--- src/rtl/key_scan_ctrl_pkg.sv ---
// Shared definitions for the key scanner.
//   KeyCodeW / key_code_t : width and type of an encoded key number (0..15)
//   NumKeys               : number of raw key lines
//   St*                   : 2-bit debounce FSM state encoding
package key_scan_ctrl_pkg;

    localparam int unsigned KeyCodeW = 4;
    localparam int unsigned NumKeys  = 16;

    typedef logic [KeyCodeW-1:0] key_code_t;

    localparam logic [1:0] StIdle      = 2'd0;
    localparam logic [1:0] StDbPress   = 2'd1;
    localparam logic [1:0] StHeld      = 2'd2;
    localparam logic [1:0] StDbRelease = 2'd3;

endpackage

--- src/rtl/key_prio_enc.sv ---
// Combinational priority encoder for active-low key lines.
//   keys_n_i      : key lines, 0 = pressed
//   any_pressed_o : 1 when any line is low
//   code_o        : highest pressed index i reported as code 15-i (0 when none pressed)
module key_prio_enc
    import key_scan_ctrl_pkg::*;
(
    input  logic [NumKeys-1:0] keys_n_i,
    output logic               any_pressed_o,
    output key_code_t          code_o
);

    always_comb begin
        any_pressed_o = ~(&keys_n_i);
        code_o        = '0;
        // Ascending scan: the last hit, i.e. the highest index, wins.
        for (int i = 0; i < NumKeys; i++) begin
            if (!keys_n_i[i]) begin
                code_o = KeyCodeW'(NumKeys - 1 - i);
            end
        end
    end

endmodule

--- src/rtl/key_scan_ctrl.sv ---
// Debounced 16-key scanner with a small event FIFO.
//   clock, reset_n : clock and asynchronous active-low reset
//   keys           : raw active-low key lines, asynchronous to clock
//   key_ack        : pop the head event while key_valid is 1
//   key_valid      : FIFO non-empty
//   key_code       : head-of-FIFO key code
//   key_held       : a debounced key is currently down (HELD / DB_RELEASE)
//   overflow       : sticky, a debounced press was dropped on a full FIFO
module key_scan_ctrl
    import key_scan_ctrl_pkg::*;
#(
    parameter int unsigned DB_CYCLES  = 16,
    parameter int unsigned FIFO_DEPTH = 4
) (
    input  logic                clock,
    input  logic                reset_n,
    input  logic [NumKeys-1:0]  keys,
    input  logic                key_ack,
    output logic                key_valid,
    output logic [KeyCodeW-1:0] key_code,
    output logic                key_held,
    output logic                overflow
);

    localparam int unsigned PtrW = $clog2(FIFO_DEPTH);
    localparam int unsigned CntW = PtrW + 1;
    localparam logic [15:0] DbCnt = 16'(DB_CYCLES);
    localparam logic [CntW-1:0] FullCnt = CntW'(FIFO_DEPTH);

    // Two-flop synchronizer; idle value is all-ones (nothing pressed).
    logic [NumKeys-1:0] sync1_q, sync2_q;

    logic      any_pressed;
    key_code_t enc_code;

    logic [1:0]  state_q, state_d;
    logic [15:0] cnt_q, cnt_d;
    key_code_t   cap_q, cap_d;
    logic        push;

    key_code_t       mem_q [FIFO_DEPTH];
    logic [PtrW-1:0] wr_ptr_q, rd_ptr_q;
    logic [CntW-1:0] count_q, count_d;
    logic            overflow_q, overflow_d;
    logic            full, pop, do_push, drop;

    key_prio_enc u_prio_enc (
        .keys_n_i      (sync2_q),
        .any_pressed_o (any_pressed),
        .code_o        (enc_code)
    );

    always_comb begin
        state_d = state_q;
        cnt_d   = cnt_q;
        cap_d   = cap_q;
        push    = 1'b0;
        unique case (state_q)
            StIdle: begin
                if (any_pressed) begin
                    state_d = StDbPress;
                    cap_d   = enc_code;
                    cnt_d   = 16'd1;
                end
            end
            StDbPress: begin
                if (any_pressed && (enc_code == cap_q)) begin
                    if (cnt_q == DbCnt) begin
                        push    = 1'b1;
                        state_d = StHeld;
                    end else begin
                        cnt_d = cnt_q + 16'd1;
                    end
                end else begin
                    // Glitch or key change: drop the candidate silently.
                    state_d = StIdle;
                    cnt_d   = '0;
                end
            end
            StHeld: begin
                // Presses of other keys are ignored here (no rollover).
                if (!any_pressed) begin
                    state_d = StDbRelease;
                    cnt_d   = 16'd1;
                end
            end
            StDbRelease: begin
                if (any_pressed) begin
                    state_d = StHeld;
                end else if (cnt_q == DbCnt) begin
                    state_d = StIdle;
                    cnt_d   = '0;
                end else begin
                    cnt_d = cnt_q + 16'd1;
                end
            end
            default: begin
                state_d = StIdle;
                cnt_d   = '0;
            end
        endcase
    end

    always_comb begin
        full    = (count_q == FullCnt);
        pop     = key_ack && key_valid;
        // When full, a same-cycle pop frees the slot the write lands in.
        do_push = push && (!full || pop);
        drop    = push && full && !pop;
        count_d = count_q + CntW'(do_push) - CntW'(pop);
        if (drop) begin
            overflow_d = 1'b1;
        end else if (pop) begin
            overflow_d = 1'b0;
        end else begin
            overflow_d = overflow_q;
        end
    end

    always_ff @(posedge clock or negedge reset_n) begin
        if (!reset_n) begin
            sync1_q    <= '1;
            sync2_q    <= '1;
            state_q    <= StIdle;
            cnt_q      <= '0;
            cap_q      <= '0;
            wr_ptr_q   <= '0;
            rd_ptr_q   <= '0;
            count_q    <= '0;
            overflow_q <= 1'b0;
        end else begin
            sync1_q    <= keys;
            sync2_q    <= sync1_q;
            state_q    <= state_d;
            cnt_q      <= cnt_d;
            cap_q      <= cap_d;
            count_q    <= count_d;
            overflow_q <= overflow_d;
            if (do_push) begin
                wr_ptr_q <= wr_ptr_q + PtrW'(1);
            end
            if (pop) begin
                rd_ptr_q <= rd_ptr_q + PtrW'(1);
            end
        end
    end

    // Storage needs no reset: it is only observed while count_q is non-zero.
    always_ff @(posedge clock) begin
        if (do_push) begin
            mem_q[wr_ptr_q] <= cap_q;
        end
    end

    assign key_valid = (count_q != '0);
    assign key_code  = key_valid ? mem_q[rd_ptr_q] : '0;
    assign key_held  = (state_q == StHeld) || (state_q == StDbRelease);
    assign overflow  = overflow_q;

endmodule
--- config.mk ---
export PLATFORM = sky130hd
export DESIGN_NAME = key_scan_ctrl
export DESIGN_NICKNAME = d
export VERILOG_FILES = /design/src/rtl/key_scan_ctrl_pkg.sv /design/src/rtl/key_prio_enc.sv /design/src/rtl/key_scan_ctrl.sv
export SDC_FILE = /design/constraint.sdc
export NUM_CORES = 1
export LEC_CHECK = 0
export ABC_CLOCK_PERIOD_IN_PS = 9000
export BUFFER_PORTS_ARGS = -buffer_cell sky130_fd_sc_hd__buf_4
export CAP_MARGIN = 0
export CORE_ASPECT_RATIO = 1.25
export CORE_MARGIN = 1
export CORE_UTILIZATION = 64
export DETAILED_ROUTE_END_ITERATION = 6
export PLACE_DENSITY_LB_ADDON = 0.3
export SLEW_MARGIN = 20
export SYNTH_ARGS = -nofsm -noshare
export SYNTH_HDL_FRONTEND = slang
export SYNTH_SLANG_ARGS = --single-unit
export TNS_END_PERCENT = 30
--- constraint.sdc ---
create_clock -name clock -period 9 [get_ports clock]
set_input_delay 1.8 -clock clock [delete_from_list [all_inputs] [get_ports clock]]
set_output_delay 1.8 -clock clock [all_outputs]
set_load 0.005 [all_outputs]
==> metrics.md <==
| Metric | Value |
|---|---|
| Synth Area in Adders | `0.0343` |
| PostCTS Resize Cnt | `0` |
| Slew HR | `0.510` |
| Post-synthesis xor/xnor area fraction | `0.0175` |
| WHS Endpoint | `sync2_q[5]` |
| Hold slack | `0.358 ns` |
| Switching power total | `0.261 mW` |
| Router iterations before antenna repair | `4` |
| CP Launch Type | `flop` |
| Largest net degree at the start of global routing | `63` |
| Initial Util | `0.675` |
| Cts hold-fix bufs | `0` |
| Post-synth top flop | `dfstp_2` |
| Clock Skew | `0.00961 ns` |
| Grt total ovfl | `0` |
| Area delta synth->final | `11.8%` |
| Cell Rows | `29` |
| WL per Instance | `14.9 um` |
| Setup violators final | `0` |
| # IOs | `26` |
| Commonest non-fill, non-tap cell in the layout | `dfstp_2` |
| Met2 usage | `0.378` |
| Fmax | `283 MHz` |
| Core area | `5190 sq um` |
| Period Utilization, post-route | `0.392` |
| Unique cell type count in the Yosys netlist | `56` |
| Routability Congestion | `0.780` |
| Final net count | `344` |
| Vias in the first global route | `2327` |
| Gr busiest metal | `met2` |
| Routed Antenna Nets | `0` |
| Initial antenna violation count | `0` |
| Average vias per placed instance | `5.93` |
| Reg2Reg Launch Point | `sync2_q[10]` |
| Die area | `5780 sq um` |
| Dpl cells | `367` |
| Dpl hpwl | `4.03 mm` |
| Critical-path maximum fanout | `6` |
| Die H | `84.7 um` |
| Critical path arrival | `1.73 ns` |
| Post-synthesis simple-gate area fraction | `0.163` |
| Critical Path RT | `7.20 ns` |
| Unrepaired setup endpoints after global routing | `false` |
| Clk_lat worst skew | `0.36 ns` |
| CTS sink count | `78` |
| Hold wc startpoint | `sync1_q[5]` |
| Synthesized area | `3500 sq um` |
| Diodes inserted | `0` |
| Crit. End Element | `output pin` |
| Hold Path Cell Cnt | `0` |
| Part of the power in the clock network | `0.278` |
| Most frequent cells in the layout | `32 x dfstp_2, 30 x dfrtp_1, 25 x buf_4, 22 x nand2_1, 17 x inv_1` |
| CTS H-tree depth | `3` |
| Cell-internal power | `0.617 mW` |
| Number of max-cap violations | `0` |
| First-pass GRT wire length | `9.83 mm` |
| Max clock buf depth | `2` |
| Post-CTS Setup Bufs | `0` |
| Met3 GRT Util | `0.0829` |
| Reg2reg path depth | `15` |
| Period minus WS final | `3.53 ns` |
| Worst Hold Class | `flop to flop` |
| Max Transition Viols Final | `0` |
| Post-Place Worst Slack | `5.24 ns` |
| Synth Instances | `287` |
| DR iter-0 viols | `165` |
| Layout cells sized above 1 | `0.280` |
| Sequential power share | `0.528` |
| Routed vias | `2271` |
| Synth Area in Compound Gates | `0.122` |
| Status | `finished clean` |
| Count of flip-flops with a built-in enable after synthesis | `16` |
| Clock-pin slew on the worst setup and hold paths | `0.08 ns` |
| R2R Setup Slk | `5.48 ns` |
| Crit Reg-Reg Endpoint | `count_q[2]` |
| TritonCTS Buffers | `9` |
| Routed wire length | `5.72 mm` |
| Syn nets | `315` |
| Chip Width | `68.2 um` |
| Combinational fraction of design power | `0.194` |
| Ys Warns | `0` |
| Final core utilization | `0.755` |
| Register bit total from synthesis | `78` |
| VDD IR max | `0.000143 V` |
| All-layer global routing usage | `0.233` |
| Seq/Total Area, Yosys | `0.591` |
| Net Sw Frac | `0.298` |
| Final Non-Filler Cells | `383` |
| Number of port buffers | `25` |
| Mux contribution to synthesized area | `0.0421` |
| Root Buffer | `clkbuf_8` |
| Fin Setup TNS | `0 ns` |
| Power per cell area | `224 nW/um^2` |
| Routing usage on met1 | `0.275` |
| Syn Area/Cell | `12.2 sq um` |
| Worst-Margin Slew | `0.735 ns` |
| Largest family of logic cells by synthesized area | `simple AND/OR/NAND/NOR gates` |
| # DRC | `0` |
| Pleak | `1.67 nW` |
| CTS tree | `yes` |
| Final hold vios | `0` |
| FFs w/ async S/R, synth | `0.795` |
| Crit Path Class | `flop to output pin` |
| Setup slack after layout | `5.47 ns` |
through the flow:
stage / area [sq um] / power, mW
5_1_grt: 3920 / 0.931
2_1_floorplan: 3500 / 0.580
3_3_place_gp: 3730 / 0.630
4_1_cts: 3920 / 0.891
3_5_place_dp: 3730 / 0.643
6_report: 3920 / 0.879
metal layers:
layer  part of all wire  wire, um  vias to the layer above
met5                  0         0                        -
met4              0.022       128                        0
met3              0.036       204                       13
met2               0.51      2930                       41
li1                   -         -                     1090
met1               0.43      2460                     1127
state kept, by name, summed over array words and instances (netlist names):
register,count
count_q,3
mem_q,16
cnt_q,16
sync2_q,16
overflow,1
sync1_q,16
state_q,2
cap_q,4
rd_ptr_q,2
wr_ptr_q,2
cell usage after synthesis, types with 2 or more instances:
master,n,area [sq um]
dfstp_2,32,841
dfrtp_1,30,751
nand2_1,22,82.6
inv_1,17,63.8
edfxtp_1,16,480
nor2_1,15,56.3
nand3_1,13,65.1
a21oi_1,12,60.1
and2_1,11,68.8
and3_1,9,56.3
ha_1,8,100
o21ai_0,7,35.0
o21ai_1,7,35.0
a21o_1,6,45.0
a22o_1,6,52.6
nand4_1,6,37.5
nor2b_1,5,31.3
xnor2_1,5,43.8
a221o_1,4,40.0
mux4_2,4,90.1
a211oi_1,3,22.5
buf_4,3,22.5
clkbuf_1,3,11.3
and4_1,2,17.5
mux2_2,2,22.5
mux2i_1,2,20.0
nor3_1,2,10.0
nor4_1,2,12.5
o211ai_1,2,15.0
or2_1,2,12.5
or3_1,2,12.5
or4_1,2,15.0
xor2_1,2,17.5
how the worst max path moves through the flow:
stage | start | endpoint | slack [ns] | cells after the start
floorplan | key_ack | count_q[2] | 5.50 | 11
detailed placement | key_ack | count_q[2] | 5.24 | 12
finish | rd_ptr_q[0] | key_code[0] | 5.47 | 3
global route | sync2_q[10] | count_q[2] | 5.16 | 15
global placement | key_ack | count_q[2] | 5.33 | 12
CTS | rd_ptr_q[0] | key_code[0] | 5.43 | 3
worst max-delay path: stages (launching register included):
cell and delay [ns]:
dfrtp_1 0.54, mux4_2 0.53, and2_1 0.17, buf_4 0.13
area by class of cell:
type | instances | area, sq um
Multi-Input combinational cell | 185 | 1330
Inverter | 17 | 63.8
Timing Repair Buffer | 25 | 188
Tap cell | 62 | 77.6
Fill cell | 343 | 1270
Clock buffer | 10 | 138
Sequential cell | 78 | 2070
Clock inverter | 6 | 48.8
logic make-up (layout without fill, tap and decap cells):
kind of cell / count (synthesis) / after routing
multiplexers: 9 / 9
XOR/XNOR: 7 / 7
AND/OR/NAND/NOR: 102 / 102
AO/OA/AOI/OAI: 58 / 58
adder cells (fa/ha/maj): 9 / 9
buffers and inverters: 24 / 58
flip-flops: 78 / 78
power groups by stage:
stage / registers [mW] / logic (mW) / clock network [mW]
2_1_floorplan: 0.449 / 0.131 / 0
3_3_place_gp: 0.466 / 0.164 / 0
3_5_place_dp: 0.470 / 0.173 / 0
4_1_cts: 0.464 / 0.173 / 0.253
5_1_grt: 0.473 / 0.196 / 0.262
6_report: 0.464 / 0.170 / 0.245
Power figures use the tool's default switching activity.
